File: src/rtl/clint_pkg.sv
// Shared constants for the core-local interrupt controller: instruction encodings,
// CSR addresses, trap cause codes and the sequencer state encoding.
package clint_pkg;

   localparam logic [31:0] INST_ECALL  = 32'h0000_0073;
   localparam logic [31:0] INST_EBREAK = 32'h0010_0073;
   localparam logic [31:0] INST_MRET   = 32'h3020_0073;

   localparam logic [31:0] CSR_MSTATUS = 32'h0000_0300;
   localparam logic [31:0] CSR_MEPC    = 32'h0000_0341;
   localparam logic [31:0] CSR_MCAUSE  = 32'h0000_0342;

   localparam logic [31:0] CAUSE_ECALL     = 32'd11;
   localparam logic [31:0] CAUSE_EBREAK    = 32'd3;
   localparam logic [31:0] CAUSE_TIMER     = 32'h8000_0007;
   localparam logic [31:0] CAUSE_EXTERNAL  = 32'h8000_000B;

   typedef enum logic [2:0] {
      S_IDLE      = 3'd0,
      S_W_MEPC    = 3'd1,
      S_W_MSTATUS = 3'd2,
      S_W_MCAUSE  = 3'd3,
      S_ASSERT    = 3'd4,
      S_M_MSTATUS = 3'd5,
      S_M_ASSERT  = 3'd6
   } clint_state_e;

   // Trap entry: MPIE takes the old MIE, MIE is cleared.
   function automatic logic [31:0] trap_mstatus(input logic [31:0] ms);
      logic [31:0] r;
      r    = ms;
      r[7] = ms[3];
      r[3] = 1'b0;
      return r;
   endfunction

   // Trap return: MIE takes the old MPIE, MPIE is set.
   function automatic logic [31:0] mret_mstatus(input logic [31:0] ms);
      logic [31:0] r;
      r    = ms;
      r[3] = ms[7];
      r[7] = 1'b1;
      return r;
   endfunction

endpackage

File: src/rtl/clint.sv
// Core-local interrupt controller: sequences trap entry (mepc, mstatus, mcause writes
// then redirect to mtvec) and mret (mstatus restore then redirect to mepc).
module clint
   import clint_pkg::*;
(
   input  logic        clk,
   input  logic        rstn,
   input  logic [7:0]  int_flag_i,
   input  logic [31:0] inst_i,
   input  logic [31:0] inst_addr_i,
   input  logic        jump_flag_i,
   input  logic [31:0] jump_addr_i,
   input  logic        hold_flag_i,
   input  logic [31:0] csr_mtvec,
   input  logic [31:0] csr_mepc,
   input  logic [31:0] csr_mstatus,
   input  logic        global_inter_en_i,
   output logic        hold_flag_o,
   output logic        we_o,
   output logic [31:0] waddr_o,
   output logic [31:0] data_o,
   output logic        int_assert_o,
   output logic [31:0] int_addr_o,
   output logic [2:0]  dbg_state
);

   clint_state_e state;
   logic [31:0]  cause;

   logic        sync_evt;
   logic        async_evt;
   logic        mret_evt;
   logic        event_det;
   logic [31:0] trap_pc;
   logic [31:0] trap_cause;

   // Handshake: hold_flag_o is a level request to ctrl; it rises in the same cycle an
   // event is seen in IDLE and stays high until the redirect pulse cycle has passed.
   assign sync_evt  = (inst_i == INST_ECALL) || (inst_i == INST_EBREAK);
   assign async_evt = (int_flag_i != 8'h00) && global_inter_en_i && !hold_flag_i;
   assign mret_evt  = (inst_i == INST_MRET);
   assign event_det = rstn && (state == S_IDLE) && (sync_evt || async_evt || mret_evt);

   assign hold_flag_o = (state != S_IDLE) || event_det;
   assign dbg_state   = state;

   // An async interrupt arriving alongside a taken branch must resume at the branch target.
   assign trap_pc    = sync_evt ? inst_addr_i : (jump_flag_i ? jump_addr_i : inst_addr_i);
   assign trap_cause = sync_evt ? ((inst_i == INST_ECALL) ? CAUSE_ECALL : CAUSE_EBREAK)
                                : (int_flag_i[0] ? CAUSE_TIMER : CAUSE_EXTERNAL);

   always_ff @(posedge clk or negedge rstn) begin
      if (!rstn) begin
         state        <= S_IDLE;
         cause        <= '0;
         we_o         <= 1'b0;
         waddr_o      <= '0;
         data_o       <= '0;
         int_assert_o <= 1'b0;
         int_addr_o   <= '0;
      end else begin
         we_o         <= 1'b0;
         waddr_o      <= '0;
         data_o       <= '0;
         int_assert_o <= 1'b0;
         int_addr_o   <= '0;
         case (state)
            S_IDLE: begin
               if (sync_evt || async_evt) begin
                  state   <= S_W_MEPC;
                  cause   <= trap_cause;
                  we_o    <= 1'b1;
                  waddr_o <= CSR_MEPC;
                  data_o  <= trap_pc;
               end else if (mret_evt) begin
                  state   <= S_M_MSTATUS;
                  we_o    <= 1'b1;
                  waddr_o <= CSR_MSTATUS;
                  data_o  <= mret_mstatus(csr_mstatus);
               end
            end
            S_W_MEPC: begin
               state   <= S_W_MSTATUS;
               we_o    <= 1'b1;
               waddr_o <= CSR_MSTATUS;
               data_o  <= trap_mstatus(csr_mstatus);
            end
            S_W_MSTATUS: begin
               state   <= S_W_MCAUSE;
               we_o    <= 1'b1;
               waddr_o <= CSR_MCAUSE;
               data_o  <= cause;
            end
            S_W_MCAUSE: begin
               state        <= S_ASSERT;
               int_assert_o <= 1'b1;
               int_addr_o   <= csr_mtvec;
            end
            S_M_MSTATUS: begin
               state        <= S_M_ASSERT;
               int_assert_o <= 1'b1;
               int_addr_o   <= csr_mepc;
            end
            S_ASSERT, S_M_ASSERT: state <= S_IDLE;
            default:              state <= S_IDLE;
         endcase
      end
   end

endmodule

File: config.mk
export PLATFORM = sky130hd
export DESIGN_NAME = clint
export DESIGN_NICKNAME = d
export VERILOG_FILES = /design/src/rtl/clint_pkg.sv /design/src/rtl/clint.sv
export SDC_FILE = /design/constraint.sdc
export NUM_CORES = 1
export LEC_CHECK = 0
export BUFFER_PORTS_ARGS = -buffer_cell sky130_fd_sc_hd__clkbuf_2
export CAP_MARGIN = 20
export CORE_AREA = 2 2 118 120
export DETAILED_ROUTE_END_ITERATION = 6
export DIE_AREA = 0 0 120 122
export PLACE_DENSITY_LB_ADDON = 0.1
export SETUP_SLACK_MARGIN = 0.15
export SYNTH_ARGS = -nofsm -noshare
export SYNTH_HDL_FRONTEND = slang
export SYNTH_SLANG_ARGS = --single-unit
File: constraint.sdc
create_clock -name clk -period 2 [get_ports clk]
set_input_delay 0.2 -clock clk [delete_from_list [all_inputs] [get_ports clk]]
set_output_delay 0.2 -clock clk [all_outputs]
set_load 0.02 [all_outputs]
# == Word-level counts from Yosys, hierarchy flattened ==
# Cells that the tools add are included.
# totals
elab_cells,49
output_inout_bits,102
rom_bits,0
latchBits,0
regBits,133
ram_bits,0
memories,0
# op_classes
n_bitwise,0
magnitude_cmp,0
mux,19
mul,0
add_sub_neg,0
n_reduce_logical,15
eq_ne,8
shifts,0
div,0
# ops
op,n
32-bit two-way mux,5
32-bit one-hot mux with 3 select lines,1
32-bit one-hot mux with 2 select lines,1
"32-bit by 21-bit == test with 1-bit output, second input constant",1
"32-bit by 30-bit == test with 1-bit output, second input constant",1
"32-bit by 7-bit == test with 1-bit output, second input constant",1
10-bit one-hot mux with 3 select lines,1
10-bit two-way mux,2
3-bit one-hot mux with 5 select lines,1
4-bit two-way mux,2
8-bit nonzero test,1
"3-bit by 2-bit == test with 1-bit output, second input constant",2
3-bit two-way mux,2
1-bit logical AND,4
1-bit logical OR,4
2-bit OR reduction,2
"3-bit by 1-bit == test with 1-bit output, second input constant",1
"3-bit == test, second input constant",1
3-bit logical NOT,1
1-bit two-way mux,3
"3-bit by 2-bit != test with 1-bit output, second input constant",1
3-bit nonzero test,1
1-bit one-hot mux with 2 select lines,1
2-bit AND reduction,1
1-bit logical NOT,1

# == Logic depth before layout (Yosys ltp) ==
# Gate-level depths: netlist of the first run.
# depth
depth_word,7
mapped_depth,7
mapped_depth_nobuf,5

# == Worst setup path before layout of the first run ==
# OpenSTA, ideal clock, no wires.
# synth_path
path_type,register -> register
from,register state[2] (netlist: dbg_state[2])
to,register data_o[24]
arrival_time_ns,1.733
period_less_slack_ns,1.816
stages_incl_launch_ff,7
path_slack_ns,0.184
required_ns,1.918
cell_sequence,dfrtp_1 -> buf_2 -> nor3b_1 -> buf_2 -> buf_1 -> o311ai_2 -> o22ai_1
# synth_between
elab_chain_len,2
elab_cells_between_ends,4
# synth_lines
element,line_no,source
"start, declared",clint.sv:27,clint_state_e state;
"start signal, assigned",clint.sv:54,state <= S_IDLE;
"start signal, assigned",clint.sv:70,state <= S_W_MEPC;
"start signal, assigned",clint.sv:76,state <= S_M_MSTATUS;
3-bit by 2-bit == test with 1-bit output (tied with other cells),clint.sv:67,case (state)
32-bit one-hot mux with 3 select lines *,clint.sv:67,
"end signal, assigned",clint.sv:74,data_o <= trap_pc;
"end signal, assigned",clint.sv:79,data_o <= mret_mstatus(csr_mstatus);
"end signal, assigned",clint.sv:86,data_o <= trap_mstatus(csr_mstatus);
"end, declared",clint.sv:21,"output logic [31:0] data_o,"
# Mark *: on every way between the ends. The rest lies on a longest branch, timed or not.
# A chain may end at the register's enable or synchronous reset.

# == Final worst setup path of the first run ==
# layout_path
from,input inst_i[30]
to,output hold_flag_o
# layout_between
elab_chain_len,6
elab_cells_between_ends,8
# layout_lines
element,line_no,source
"start, declared",clint.sv:9,"input logic [31:0] inst_i,"
32-bit by 7-bit == test with 1-bit output / 32-bit by 21-bit == test with 1-bit output (equally long branches),clint.sv:39,assign sync_evt = (inst_i == INST_ECALL) || (inst_i == INST_EBREAK);
1-bit logical OR,clint.sv:39,
1-bit logical OR,clint.sv:42,assign event_det = rstn && (state == S_IDLE) && (sync_evt || async_evt || mret_evt);
1-bit logical OR *,clint.sv:42,
1-bit logical AND *,clint.sv:42,
1-bit logical OR *,clint.sv:44,assign hold_flag_o = (state != S_IDLE) || event_det;
"end, declared",clint.sv:18,"output logic hold_flag_o,"
# Marked as above.

==> impl_results.md, run 1 <==
* EDFF count, synth at 0
* Nets at 887
* Outcome: finished clean
* Ant diodes at 0
* Hold Slack at 62.7 ps
* IO Count at 307
* RSZ-0062 raised after global routing: false
* Clock Path Buffers at 2
* First-pass GRT wire length at 23.0 mm
* Pre-antenna DRT Iters at 5
* Routed WL at 15.2 mm
* DRT antenna net count at 0
* Post-synth cell types at 53
* Clock root cell: clkbuf_16
* Worst Path Buf+Inv at 3
* FF+latch count, synth at 77
* Initial antenna violation count at 0
* Crit start category: input pin
* H-tree levels at 3
* Cells after Synth at 404
* Syn Area/Cell at 10.8 um2
* Final number of max-transition violations at 0
* Gp weighted congestion at 0.775
* Clock Sinks at 77
* Worst clock skew at 7.16 ps
* Chip Height at 122 um
* Final hold violation count at 0
* Initial core utilization at 0.324
* Ys flop type: dfrtp_1
* Yosys warning count at 0
* Final min period at 1730 ps
* Gr ovfl total at 0
* Clock Latency Late Sink at 340 ps
* PwrDens at 1050 nW/um2
* Seq/Total Area, Yosys at 0.440
* CTS tree: yes
* WP data arrival at 1530 ps
* Die W at 120 um
* CTS clock-pin slew for the worst setup and hold paths at 70 ps
* Final Cycle Share at 0.866
* Num rows at 43
* Commonest non-fill, non-tap cell in the layout: clkbuf_2
* Gr usage total at 0.205
* Synth area leader: dfrtp_1
* Leak at 3.23 nW
* Core region area at 13500 um2
* Worst EP required at 1800 ps
* CP max FO at 5
* Hold Path Class: input pin to flip-flop
* Die area at 14600 um2
* Max-Cap Viols at 0
* Family with the most delay on the worst path: simple AND/OR/NAND/NOR gates
* Layout cells sized above 1 at 0.524
* WL/cell at 17.5 um
* Final setup vio count at 0
* Mapped Area at 4380 um2
* DRC viols at 0
* Setup TNS at 0 ps
* Crit Path Class: input pin to output port
* Cts bufs inserted at 9
* Vias per Instance at 5.10
* Peak supply drop at 408 uV
* Synth area leaders: dfrtp_1 (44%), a22o_1 (6.4%), o22ai_1 (5.9%)
* Syn-to-layout area delta at 44.6%
* Top-area cell type share of the netlist area at 0.440
* Slowest CP cell: nor4_4
* CP peak stage delay at 330 ps
* Vias in the first global route at 4404
* FFs w/ async S/R, synth at 1.00
* CP Capture Type: output port
* DP HPWL at 11.5 mm
* FMAX at 0.577 GHz
* PortBufs at 279
* Pin count of the biggest net entering global routing at 78
* Drt initial violations at 236
* Routed vias at 4423
* Most frequent cells in the layout: clkbuf_2 (278), dfrtp_1 (77), o22ai_1 (41)
* Critical-path cell list: clkbuf_2, nor4_4, nand4_4, buf_6, o31ai_4, nand2_1, nand2_1, clkbuf_2
## cells in the mapped netlist, types with 4 or more instances
library cell / count
nor2_1: 6
buf_4: 28
inv_1: 10
clkbuf_1: 24
nor4_4: 5
mux2i_1: 9
a22o_1: 32
o311ai_2: 15
nand2b_1: 24
dfrtp_1: 77
a2111oi_0: 20
buf_2: 11
o22ai_1: 41
a21oi_1: 7
o21a_1: 4
o2bb2ai_1: 7
nand2_1: 9
o21ai_0: 25
## where the power goes
group / switching, mW / leakage, nW / total, mW / internal, mW
Clock: 0.744 / 0.147 / 1.63 / 0.882
Combinational: 1.80 / 2.06 / 2.84 / 1.04
Sequential: 0.148 / 1.02 / 2.17 / 2.03
## state kept, by name, indices dropped and copies added (netlist names)
register      count
int_assert_o      1
data_o           32
int_addr_o       32
waddr_o           4
dbg_state         3
we_o              1
cause             4
## path summary, 6_finish.rpt
kind / startpoint / end / slack (ps) / cells after the start
min reg2reg: cause[1] / cause[1] / 470 / 1
max: inst_i[30] / hold_flag_o / 270 / 8
max reg2reg: dbg_state[2] / data_o[29] / 370 / 6
max in group asynchronous: rstn / data_o[10] / 1180 / 3
min in group asynchronous: rstn / data_o[18] / 490 / 3
min: csr_mstatus[15] / data_o[15] / 60 / 2
## area by class of cell
class                      instances  area [um2]
timing repair buffer             309        1720
sequential                        77        1930
clock buffer                       9         225
multi-input combinational        275        2130
fill                            1353        7170
inverter                          10        37.5
clock inverter                     7        71.3
tap                              180         225
## cells by family (layout without fill, tap and decap cells)
kind of cell	after synthesis	in the layout	synth area share
flip-flops	77	77	0.440
AO/OA/AOI/OAI	175	175	0.327
buffers and inverters	78	335	0.0995
multiplexers	9	9	0.0206
other	1	27	0.000857
AND/OR/NAND/NOR	63	63	0.110
XOR/XNOR	1	1	0.00200
## metal layers
layer  track usage  vias up  wire length [um]
li1              -     2080                 -
met1         0.257     2085              6050
met2         0.345      234              7540
met3        0.0431       24              1240
met4        0.0801        0               343
met5             0        -                 0
## through the flow
stage / cells / utilization / area, um2 / power, mW / worst slack [ps]
after floorplan: 430 / - / 4480 / 3.89 / 184
after global placement: 847 / 0.444 / 5990 / 5.04 / 70.8
after detailed placement: 847 / 0.444 / 5990 / 5.06 / 57.2
after CTS: 864 / 0.466 / 6300 / 6.73 / 158
after global routing: 867 / 0.469 / 6330 / 7.01 / 154
final: 867 / 0.469 / 6330 / 6.64 / 268
## timing repair
item | 4_1_cts | 5_1_grt
buffers inserted | 0 | 3
pin swaps | 1 | 3
endpoints found under the hold margin | 77 | 0
hold buffers | 1 | 0
resized for setup | 0 | 2
setup endpoints to repair | 1 | 1
No activity file was read; power rests on OpenSTA's default activity.
==> run 2: changes to the inputs <==
Settings changed: BUFFER_PORTS_ARGS -buffer_cell sky130_fd_sc_hd__clkbuf_2 to default, CORE_AREA 2 2 118 120 to 2 2 119 121, DIE_AREA 0 0 120 122 to 0 0 121 123, DONT_BUFFER_PORTS from default to 1, SKIP_LAST_GASP from default to 1.
==> run 2 against run 1 <==
Against the previous run:
- the flow now finishes with violations (hold timing)
- register-to-register slack worse by 80 ps
- sequential share of layout area grew 3.9 points
- highest routed layer unchanged
- total power is 6.5% lower
- clock power is 6% higher
- combinational power decreased by 43%
- sequential cell count unchanged
- critical path type unchanged
- fmax shrank 1.4%
==> impl_results.md, run 2 (synthesis results as in run 1) <==
* Outcome: finished with violations
* Violated checks: hold timing
* DP HPWL at 10.6 mm
* Power Total at 6.21 mW
* Commonest non-fill, non-tap cell in the layout: dfrtp_1
* Gate power share at 0.261
* Num rows at 43
* Post-Route Utilization at 0.412
* Leak at 2.31 nW
* Sw frac at 0.402
* Slowest CP cell: nor4_2
* Post-DP Area at 4580 um2
* Switching power at 2.49 mW
* IO Count at 307
* Post-CTS Repair Setup Buffers at 0
* Critical-path cell list: nor4_2, nand3_2, o31ai_4, nand2_1, nand2_1
* Die area at 14900 um2
* Gp weighted congestion at 0.738
* CP max FO at 4
* Worst clock skew at 4.18 ps
* Crit Path Class: input pin to output port
* Critical Path Start: inst_i[25]
* PwrDens at 1110 nW/um2
* Initial antenna violation count at 0
* Reg-to-reg endpoint: data_o[13]
* Max-Cap Viols at 0
* Final hold violation count at 77
* Gr usage total at 0.202
* CTS tree: yes
* RSZ-0062 raised after global routing: true
* Crit start category: input pin
* First-pass GRT wire length at 22.5 mm
* CP Capture Type: output port
* Chip Height at 123 um
* Clock Sinks at 77
* Initial core utilization at 0.322
* Hold Slack at -456 ps
* PnR worst setup slack at 243 ps
* Clock root cell: clkbuf_16
* Worst EP required at 1800 ps
* Sequential power share at 0.462
* Routed vias at 3735
* DRC viols at 0
* Clock Latency Late Sink at 340 ps
* Internal power at 3.71 mW
* Biggest registers after layout: data_o: 32 flops, int_addr_o: 32 flops
* Pin count of the biggest net entering global routing at 79
* WP data arrival at 1560 ps
* Worst slew pin tran at 1080 ps
* Clock power share at 0.277
* Cts bufs inserted at 9
* Clock Path Buffers at 2
* Pre-antenna DRT Iters at 4
* Most frequent cells in the layout: dfrtp_1 (76), dlygate4sd3_1 (70), o22ai_1 (41)
* Critical path endpoint: hold_flag_o
* Final number of max-transition violations at 0
* Max-slew headroom at 0.279
* Die W at 121 um
* Final setup vio count at 0
* Gr ovfl total at 0
* Vias in the first global route at 3807
* Fin cells at 656
* DRT antenna net count at 0
* Syn-to-layout area delta at 28.2%
* Ant diodes at 0
* Most used cell, CP: nand2_1
* R2R cell count at 6
* FMAX at 0.569 GHz
* Post-route cell area at 5610 um2
* Inst Count DP at 570
* Peak supply drop at 395 uV
* Drt initial violations at 126
* FF-to-FF setup slack at 290 ps
* Core region area at 13600 um2
* Pre-CTS setup slack at -49.3 ps
* Setup TNS at 0 ps
* Vias per Instance at 5.69
* PortBufs at 0
* WL/cell at 24.0 um
* Nets at 676
* Routed WL at 15.7 mm
* Final Cycle Share at 0.878
* CP peak stage delay at 460 ps
* R2R Path Start: dbg_state[0]
* Final min period at 1760 ps
* CTS clock-pin slew for the worst setup and hold paths at 70 ps
* H-tree levels at 3
* Hold Path Class: input pin to async pin
* Layout cells sized above 1 at 0.170
[run 2: changes by cell type in the layout (fill, tap and decap cells not counted), moves of 3 or more]
cell / before / now
dlygate4sd3_1: 1 / 70
inv_6: 5 / 2
clkbuf_2: 278 / 0
buf_12: 7 / 4
a2111oi_0: 20 / 17
a2111oi_1: 0 / 3
[run 2: worst min path at each step]
stage	depth (start not counted)	to	slack (ps)	from
6_report	0	int_addr_o[18]	-460	rstn
5_1_grt	0	int_addr_o[18]	-470	rstn
4_1_cts	0	int_addr_o[18]	-470	rstn
3_5_place_dp	0	int_addr_o[18]	-90	rstn
3_3_place_gp	0	int_addr_o[22]	-90	rstn
2_1_floorplan	0	cause[1]	-100	rstn
[run 2: layout make-up]
| class | count | area, um2 |
|---|---|---|
| fillers | 1295 | 8000 |
| multi-input cells | 275 | 2150 |
| flip-flops and latches | 77 | 1930 |
| repair buffers | 98 | 961 |
| clock buffers | 9 | 225 |
| well taps | 180 | 225 |
| clock inverters | 7 | 82.6 |
| inverters | 10 | 37.5 |
[run 2: worst max-delay path, delay by kind of cell]
| family | cells | cell delay, ps |
|---|---|---|
| AO/OA/AOI/OAI | 1 | 360 |
| AND/OR/NAND/NOR | 4 | 990 |
[run 2: power groups by stage]
stage	Clock (mW)	Combinational [mW]	Sequential, mW
6_report	1.72	1.62	2.87
5_1_grt	1.82	1.77	2.92
4_1_cts	1.76	1.62	2.87
3_5_place_dp	0	1.51	2.89
3_3_place_gp	0	1.47	2.91
2_1_floorplan	0	1.09	2.80
[run 2: repair_timing]
action                     in CTS  in global routing
hold buffers                   64                  6
pin swaps                       0                  0
hold endpoints to repair      121                 83
gates resized for setup         2                  5
setup endpoints to repair      33                  6
[run 2: routing by layer]
metal	share of wire	GRT usage	up-vias
met1	0.39	0.248	1844
met3	0.098	0.0775	18
met4	0.013	0.0545	0
met5	0	0	-
li1	-	-	1656
met2	0.50	0.331	217
